**config.mk**
```make
export PLATFORM = sky130hd
export DESIGN_NAME = cpu0_mem_arbiter_flat
export DESIGN_NICKNAME = d
export VERILOG_FILES = /design/src/rtl/cpu0_mem_arbiter_if.sv /design/src/rtl/cpu0_mem_arbiter.sv /design/src/flat_wrapper.sv
export SDC_FILE = /design/constraint.sdc
export NUM_CORES = 1
export LEC_CHECK = 0
export BUFFER_PORTS_ARGS = -buffer_cell sky130_fd_sc_hd__buf_4
export CAP_MARGIN = 20
export CORE_MARGIN = 5
export CORE_UTILIZATION = 45
export CTS_CLUSTER_SIZE = 16
export DETAILED_ROUTE_END_ITERATION = 10
export GPL_ROUTABILITY_DRIVEN = 0
export PLACE_DENSITY_LB_ADDON = 0.3
export SLEW_MARGIN = 0
export SYNTH_ARGS = -nofsm -noshare
export SYNTH_HDL_FRONTEND = slang
export SYNTH_SLANG_ARGS = --single-unit
```
**constraint.sdc**
```tcl
create_clock -name clock -period 6.9 [get_ports clock]
set_input_delay 0 -clock clock [delete_from_list [all_inputs] [get_ports clock]]
set_output_delay 0 -clock clock [all_outputs]
set_load 0.02 [all_outputs]
```
**src/rtl/cpu0_mem_arbiter_if.sv**
```systemverilog
// Bus bundle between the cpu0 request stages, the arbiter and the shared memory port.
// slave = arbiter side, master = requesters plus memory.
interface cpu0_mem_arbiter_if;
    logic        if_req;
    logic [31:0] if_addr;
    logic        if_ack;
    logic [31:0] if_rdata;
    logic        d_req;
    logic        d_rw;
    logic [31:0] d_addr;
    logic [31:0] d_wdata;
    logic        d_ack;
    logic [31:0] d_rdata;
    logic        m_en;
    logic        m_rw;
    logic [31:0] mar;
    logic [31:0] mdr;
    logic [31:0] dbus;
    logic        busy;

    modport slave (
        input  if_req, if_addr, d_req, d_rw, d_addr, d_wdata, dbus,
        output if_ack, if_rdata, d_ack, d_rdata, m_en, m_rw, mar, mdr, busy
    );

    modport master (
        output if_req, if_addr, d_req, d_rw, d_addr, d_wdata, dbus,
        input  if_ack, if_rdata, d_ack, d_rdata, m_en, m_rw, mar, mdr, busy
    );
endinterface

```
**src/rtl/cpu0_mem_arbiter.sv**
```systemverilog
// Shares the single cpu0 memory port between instruction fetch and load/store.
// Each grant runs IDLE -> ISSUE -> COMPLETE; data wins unless fetch has waited MAX_DATA_RUN grants.
module cpu0_mem_arbiter #(
    parameter int MAX_DATA_RUN = 4
) (
    input  logic                clock,
    input  logic                reset,
    cpu0_mem_arbiter_if.slave   bus
);

    typedef enum logic [1:0] {IDLE, ISSUE, COMPLETE} state_t;

    localparam logic [3:0] RUN_MAX = 4'(MAX_DATA_RUN);

    state_t      state, state_nxt;
    logic        win_fetch;
    logic [3:0]  run_cnt;
    logic        m_en, m_rw, if_ack, d_ack;
    logic [31:0] mar, mdr, if_rdata, d_rdata;
    logic        any_req, fetch_win;

    assign any_req   = bus.if_req | bus.d_req;
    // Fetch takes the port when data is idle or data has hogged it for a full run.
    assign fetch_win = bus.if_req & (~bus.d_req | (run_cnt == RUN_MAX));

    always_ff @(posedge clock or posedge reset) begin
        if (reset) state <= IDLE;
        else       state <= state_nxt;
    end

    always_comb begin
        state_nxt = state;
        case (state)
            IDLE:     if (any_req) state_nxt = ISSUE;
            ISSUE:    state_nxt = COMPLETE;
            COMPLETE: state_nxt = IDLE;
            default:  state_nxt = IDLE;
        endcase
    end

    always_ff @(posedge clock or posedge reset) begin
        if (reset) begin
            m_en      <= 1'b0;
            m_rw      <= 1'b1;
            mar       <= '0;
            mdr       <= '0;
            if_ack    <= 1'b0;
            d_ack     <= 1'b0;
            if_rdata  <= '0;
            d_rdata   <= '0;
            run_cnt   <= '0;
            win_fetch <= 1'b0;
        end else begin
            if_ack <= 1'b0;
            d_ack  <= 1'b0;
            case (state)
                IDLE: if (any_req) begin
                    m_en      <= 1'b1;
                    win_fetch <= fetch_win;
                    if (fetch_win) begin
                        mar     <= bus.if_addr;
                        m_rw    <= 1'b1;
                        run_cnt <= '0;
                    end else begin
                        mar  <= bus.d_addr;
                        m_rw <= bus.d_rw;
                        if (!bus.d_rw) mdr <= bus.d_wdata;
                        // Only count data grants that actually made a fetch wait.
                        if (bus.if_req)
                            run_cnt <= (run_cnt == RUN_MAX) ? run_cnt : run_cnt + 4'd1;
                        else
                            run_cnt <= '0;
                    end
                end
                ISSUE: begin
                    m_en <= 1'b0;
                    if (win_fetch) begin
                        if_ack <= 1'b1;
                        if (m_rw) if_rdata <= bus.dbus;
                    end else begin
                        d_ack <= 1'b1;
                        if (m_rw) d_rdata <= bus.dbus;
                    end
                end
                default: ;
            endcase
        end
    end

    assign bus.m_en     = m_en;
    assign bus.m_rw     = m_rw;
    assign bus.mar      = mar;
    assign bus.mdr      = mdr;
    assign bus.if_ack   = if_ack;
    assign bus.d_ack    = d_ack;
    assign bus.if_rdata = if_rdata;
    assign bus.d_rdata  = d_rdata;
    assign bus.busy     = (state != IDLE);

endmodule

```
**src/flat_wrapper.sv**
```systemverilog
// flat-port wrapper written by rule: the top's interface ports become plain ports
module cpu0_mem_arbiter_flat 
#(
    parameter int MAX_DATA_RUN = 4
)
  (clock, reset, bus_if_req, bus_if_addr, bus_d_req, bus_d_rw, bus_d_addr, bus_d_wdata, bus_dbus, bus_if_ack, bus_if_rdata, bus_d_ack, bus_d_rdata, bus_m_en, bus_m_rw, bus_mar, bus_mdr, bus_busy);
  cpu0_mem_arbiter_if bus_i ();
  input  logic clock;
  input  logic reset;
  input wire logic [$bits(bus_i.if_req)-1:0] bus_if_req;
  input wire logic [$bits(bus_i.if_addr)-1:0] bus_if_addr;
  input wire logic [$bits(bus_i.d_req)-1:0] bus_d_req;
  input wire logic [$bits(bus_i.d_rw)-1:0] bus_d_rw;
  input wire logic [$bits(bus_i.d_addr)-1:0] bus_d_addr;
  input wire logic [$bits(bus_i.d_wdata)-1:0] bus_d_wdata;
  input wire logic [$bits(bus_i.dbus)-1:0] bus_dbus;
  output wire logic [$bits(bus_i.if_ack)-1:0] bus_if_ack;
  output wire logic [$bits(bus_i.if_rdata)-1:0] bus_if_rdata;
  output wire logic [$bits(bus_i.d_ack)-1:0] bus_d_ack;
  output wire logic [$bits(bus_i.d_rdata)-1:0] bus_d_rdata;
  output wire logic [$bits(bus_i.m_en)-1:0] bus_m_en;
  output wire logic [$bits(bus_i.m_rw)-1:0] bus_m_rw;
  output wire logic [$bits(bus_i.mar)-1:0] bus_mar;
  output wire logic [$bits(bus_i.mdr)-1:0] bus_mdr;
  output wire logic [$bits(bus_i.busy)-1:0] bus_busy;
  assign bus_i.if_req = bus_if_req;
  assign bus_i.if_addr = bus_if_addr;
  assign bus_i.d_req = bus_d_req;
  assign bus_i.d_rw = bus_d_rw;
  assign bus_i.d_addr = bus_d_addr;
  assign bus_i.d_wdata = bus_d_wdata;
  assign bus_i.dbus = bus_dbus;
  assign bus_if_ack = bus_i.if_ack;
  assign bus_if_rdata = bus_i.if_rdata;
  assign bus_d_ack = bus_i.d_ack;
  assign bus_d_rdata = bus_i.d_rdata;
  assign bus_m_en = bus_i.m_en;
  assign bus_m_rw = bus_i.m_rw;
  assign bus_mar = bus_i.mar;
  assign bus_mdr = bus_i.mdr;
  assign bus_busy = bus_i.busy;
  cpu0_mem_arbiter #(.MAX_DATA_RUN(MAX_DATA_RUN)) u_core (.clock(clock), .reset(reset), .bus(bus_i));
endmodule
```
==> impl_metrics.prom <==
# TYPE chip_impl_metric gauge
chip_impl_metric{name="finalHoldViolCount",unit=""} 0
chip_impl_metric{name="maxClockFrequency",unit="GHz"} 0.358
chip_impl_metric{name="htree_levels",unit=""} 4
chip_impl_metric{name="worst_skew_pair.late_latency",unit="ns"} 0.42
chip_impl_info{name="yosysTopAreaCell",value="sky130_fd_sc_hd__dfrtp_1"} 1
chip_impl_metric{name="start_util",unit=""} 0.463
chip_impl_metric{name="compound_gate_portion_of_the_synthesized_area",unit=""} 0.0555
chip_impl_metric{name="postLayoutCellArea",unit="um2"} 9910
chip_impl_metric{name="holdWs",unit="ns"} 0.0498
chip_impl_metric{name="pwr-share-comb",unit=""} 0.489
chip_impl_metric{name="cts-buffers-inserted",unit=""} 17
chip_impl_metric{name="cts_post_setup_buffers_inserted",unit=""} 0
chip_impl_metric{name="cp.arrival",unit="ns"} 3.09
chip_impl_metric{name="intPower",unit="W"} 0.00297
chip_impl_metric{name="timing.critical_path.fanout_max",unit=""} 68
chip_impl_metric{name="total_of_endpoints_with_negative_setup_slack_in_the_final_report",unit=""} 0
chip_impl_metric{name="synth_edf_count",unit=""} 0
chip_impl_metric{name="grt_usage",unit=""} 0.241
chip_impl_metric{name="pin_count_of_the_biggest_net_entering_global_routing",unit=""} 83
chip_impl_metric{name="clk_transition_reported_paths",unit="ns"} 0.06
chip_impl_metric{name="max-cap-violations",unit=""} 0
chip_impl_info{name="yosysMostFrequentCell",value="sky130_fd_sc_hd__dfrtp_1"} 1
chip_impl_metric{name="post_cts_resized",unit=""} 0
chip_impl_metric{name="port_buffers",unit=""} 265
chip_impl_metric{name="final_max_slew_viol_count",unit=""} 0
chip_impl_metric{name="p_seq_frac",unit=""} 0.310
chip_impl_info{name="outcome",value="completed"} 1
chip_impl_metric{name="r2r_setup_slk",unit="ns"} 4.11
chip_impl_metric{name="global_route_wire_length_before_repair",unit="mm"} 29.8
chip_impl_metric{name="synth_fp_nets",unit=""} 571
chip_impl_info{name="criticalPathCategory",value="flip-flop to flip-flop"} 1
chip_impl_metric{name="dieHeight",unit="um"} 124
chip_impl_metric{name="worstMarginPinSlew",unit="ns"} 0.651
chip_impl_metric{name="layout_overhead_on_the_synthesized_area",unit="%"} 68.3
chip_impl_info{name="cts_tree",value="yes"} 1
chip_impl_metric{name="ys_types",unit=""} 34
chip_impl_metric{name="yosysSeqAreaShare",unit=""} 0.591
chip_impl_info{name="synth_top_family_by_area",value="multiplexers"} 1
chip_impl_metric{name="synth_simple_gate_area_frac",unit=""} 0.0825
chip_impl_info{name="min_path_type",value="primary input to flip-flop"} 1
chip_impl_info{name="rsz0062_at_grt",value="false"} 1
chip_impl_metric{name="overflow",unit=""} 0
chip_impl_metric{name="synth.yosys.warnings",unit=""} 0
chip_impl_metric{name="drtPass1Iterations",unit=""} 4
chip_impl_metric{name="fin_nets",unit=""} 957
chip_impl_info{name="post_synth_main_area_contributors",value="sky130_fd_sc_hd__dfrtp_1 59%, sky130_fd_sc_hd__mux2_4 7.4%, sky130_fd_sc_hd__mux2_2 7.3%"} 1
chip_impl_metric{name="cts_hold_repair.buffers",unit=""} 129
chip_impl_metric{name="vias_per_cell",unit=""} 5.10
chip_impl_metric{name="post_drt_wl_per_cell",unit="um"} 18.4
chip_impl_metric{name="netlist_area",unit="um2"} 5890
chip_impl_metric{name="post_synth_inst_count",unit=""} 436
chip_impl_metric{name="ir_drop",unit="mV"} 0.276
chip_impl_metric{name="detailedPlacementHpwl",unit="mm"} 11.3
chip_impl_metric{name="fin_tns_setup",unit="ns"} 0
chip_impl_metric{name="ant_nets",unit=""} 0
chip_impl_metric{name="share_of_the_clock_period_used_by_the_worst_path",unit=""} 0.405
chip_impl_metric{name="ys_async_sr_fraction",unit=""} 1.00
chip_impl_metric{name="die_width",unit="um"} 124
chip_impl_metric{name="synth_area_per_cell",unit="um2"} 13.5
chip_impl_metric{name="leakage_component_of_the_power",unit="nW"} 4.75
chip_impl_metric{name="placement.cell_area",unit="um2"} 7950
chip_impl_info{name="crit_path_end_kind",value="flip-flop"} 1
chip_impl_metric{name="power_per_cell_area",unit="nW/um2"} 477
chip_impl_metric{name="remaining_drc_errors",unit=""} 0
chip_impl_metric{name="core_region_area",unit="um2"} 12700
chip_impl_metric{name="placementRows",unit=""} 41
chip_impl_metric{name="grt_pass1_vias",unit=""} 5647
chip_impl_metric{name="fin_util",unit=""} 0.779
chip_impl_metric{name="ys_seq_elements",unit=""} 139
chip_impl_metric{name="power.total",unit="W"} 0.00473
chip_impl_metric{name="proportion_of_layout_cells_with_a_drive_suffix_above_1",unit=""} 0.457
chip_impl_metric{name="max_slew_margin",unit=""} 0.565
chip_impl_metric{name="period_minus_slack",unit="ns"} 2.79
chip_impl_metric{name="synth_area_in_adders",unit=""} 0.00425
chip_impl_metric{name="yosysTopAreaCellShare",unit=""} 0.587
chip_impl_metric{name="antenna_found_initial",unit=""} 0
chip_impl_metric{name="fin_clk_skew",unit="ns"} 0.0110
chip_impl_metric{name="routed_wirelength",unit="mm"} 18.5
chip_impl_info{name="clock_tree.root_cell",value="sky130_fd_sc_hd__clkbuf_16"} 1
chip_impl_metric{name="yosys-mux-area-fraction",unit=""} 0.206
chip_impl_metric{name="drtIter0Drc",unit=""} 340
chip_impl_metric{name="io_pins",unit=""} 266
chip_impl_metric{name="swShare",unit=""} 0.373
chip_impl_metric{name="critPathRequiredTime",unit="ns"} 7.20
chip_impl_info{name="flip_flop_cell_with_the_highest_count_after_synthesis",value="sky130_fd_sc_hd__dfrtp_1"} 1
chip_impl_metric{name="design.die.area",unit="um2"} 15500
chip_impl_metric{name="clock_sink_count",unit=""} 139
chip_impl_metric{name="post_synth_xor_area_fraction",unit=""} 0.00149
chip_impl_info{name="startpoint_type",value="flip-flop"} 1
chip_impl_metric{name="power.share.clock",unit=""} 0.201
chip_impl_metric{name="p_sw",unit="W"} 0.00176
chip_impl_metric{name="num_vias",unit=""} 5134
chip_impl_info{name="synth.cells.most_frequent",value="138 x sky130_fd_sc_hd__dfrtp_1, 38 x sky130_fd_sc_hd__inv_1, 38 x sky130_fd_sc_hd__mux2_2"} 1
chip_impl_metric{name="diodes_inserted",unit=""} 0
chip_impl_metric{name="cts_buffer_depth",unit=""} 2
## cells in the final DEF (no fill, tap or decap), types with 2 or more instances in the layout
| cell | Yosys | routed |
|---|---|---|
| sky130_fd_sc_hd__buf_4 | 0 | 271 |
| sky130_fd_sc_hd__dfrtp_1 | 138 | 138 |
| sky130_fd_sc_hd__dlygate4sd3_1 | 0 | 129 |
| sky130_fd_sc_hd__mux2_2 | 38 | 38 |
| sky130_fd_sc_hd__inv_1 | 38 | 37 |
| sky130_fd_sc_hd__nand3_1 | 34 | 34 |
| sky130_fd_sc_hd__nand4_1 | 32 | 32 |
| sky130_fd_sc_hd__o221ai_1 | 32 | 32 |
| sky130_fd_sc_hd__mux2_1 | 30 | 30 |
| sky130_fd_sc_hd__mux2_4 | 29 | 29 |
| sky130_fd_sc_hd__clkbuf_16 | 0 | 17 |
| sky130_fd_sc_hd__inv_6 | 0 | 5 |
| sky130_fd_sc_hd__nor2_1 | 4 | 4 |
| sky130_fd_sc_hd__nand2_1 | 3 | 3 |
| sky130_fd_sc_hd__clkinv_2 | 0 | 3 |
| sky130_fd_sc_hd__bufinv_16 | 0 | 3 |
| sky130_fd_sc_hd__inv_2 | 2 | 2 |
| sky130_fd_sc_hd__a22o_1 | 2 | 2 |
| sky130_fd_sc_hd__ha_1 | 2 | 2 |
| sky130_fd_sc_hd__clkbuf_8 | 0 | 2 |
| sky130_fd_sc_hd__clkinvlp_4 | 0 | 2 |
## final cells by class
cell class                 count  area, um2
clock inverter                13        164
timing repair buffer         402       3370
inverter                      40        155
clock buffer                  19        453
multi-input combinational    222       2070
sequential                   139       3480
fill                         736       2820
tap                          172        215
## critical path: stages, from the launching register on
cell                            delay (ns)
sky130_fd_sc_hd__dfrtp_1              0.43
sky130_fd_sc_hd__nor2_4               0.12
sky130_fd_sc_hd__buf_4                0.52
sky130_fd_sc_hd__nand2_2              0.20
sky130_fd_sc_hd__inv_2                0.54
sky130_fd_sc_hd__o221ai_1             0.21
sky130_fd_sc_hd__dlygate4sd3_1        0.62
## power by group through the flow
stage / Clock, W / Combinational [W] / Sequential [W]
after floorplan: 0 / 0.000763 / 0.00191
after global placement: 0 / 0.00205 / 0.00145
after detailed placement: 0 / 0.00209 / 0.00146
after CTS: 0.000963 / 0.00229 / 0.00146
after global routing: 0.000998 / 0.00246 / 0.00151
final: 0.000949 / 0.00231 / 0.00147
## registers in the layout, summed over array words and instances, names as in the netlist
| name | count |
|---|---|
| u_core.bus.d_ack | 1 |
| u_core.bus.m_en | 1 |
| u_core.state | 2 |
| u_core.bus.if_ack | 1 |
| u_core.bus.mar | 32 |
| u_core.bus.if_rdata | 32 |
| u_core.win_fetch | 1 |
| u_core.bus.d_rdata | 32 |
| u_core.bus.m_rw | 1 |
| u_core.run_cnt | 4 |
| u_core.bus.mdr | 32 |
## per-layer routing
layer	part of all wire	global-route usage	vias up
li1	-	-	2348
met1	0.37	0.266	2518
met2	0.54	0.429	222
met5	0	0	-
met4	0.034	0.110	0
met3	0.059	0.0665	46
## metrics by stage
step | worst slack [ns] | cells
after floorplan | 3.18 | 436
after global routing | 3.93 | 1007
final | 4.11 | 1007
after detailed placement | 4.23 | 844
after CTS | 4.21 | 1005
after global placement | 4.33 | 844
## final timing paths
path	from	to	depth (start not counted)
max	u_core.state[0]$_DFFE_PP0P_	u_core.bus.mar[15]$_DFFE_PP0P_	6
min	bus_if_req	u_core.bus.m_en$_DFFE_PP0P_	4
max reg2reg	u_core.state[0]$_DFFE_PP0P_	u_core.bus.mar[15]$_DFFE_PP0P_	6
min reg2reg	u_core.win_fetch$_DFFE_PP0P_	u_core.bus.d_ack$_DFF_PP0_	1
max in group asynchronous	reset	u_core.bus.d_rdata[23]$_DFFE_PP0P_	5
min in group asynchronous	reset	u_core.bus.mdr[18]$_DFFE_PP0P_	3
## kinds of logic (layout without fill, tap and decap cells)
| logic type | count (synthesis) | after routing |
|---|---|---|
| xor+xnor | 1 | 1 |
| fa+ha+maj | 2 | 2 |
| mux | 98 | 98 |
| simple gates | 83 | 83 |
| buf+inv | 75 | 474 |
| flops | 139 | 139 |
| compound gates | 38 | 38 |
(Power assumes the default switching activity.)
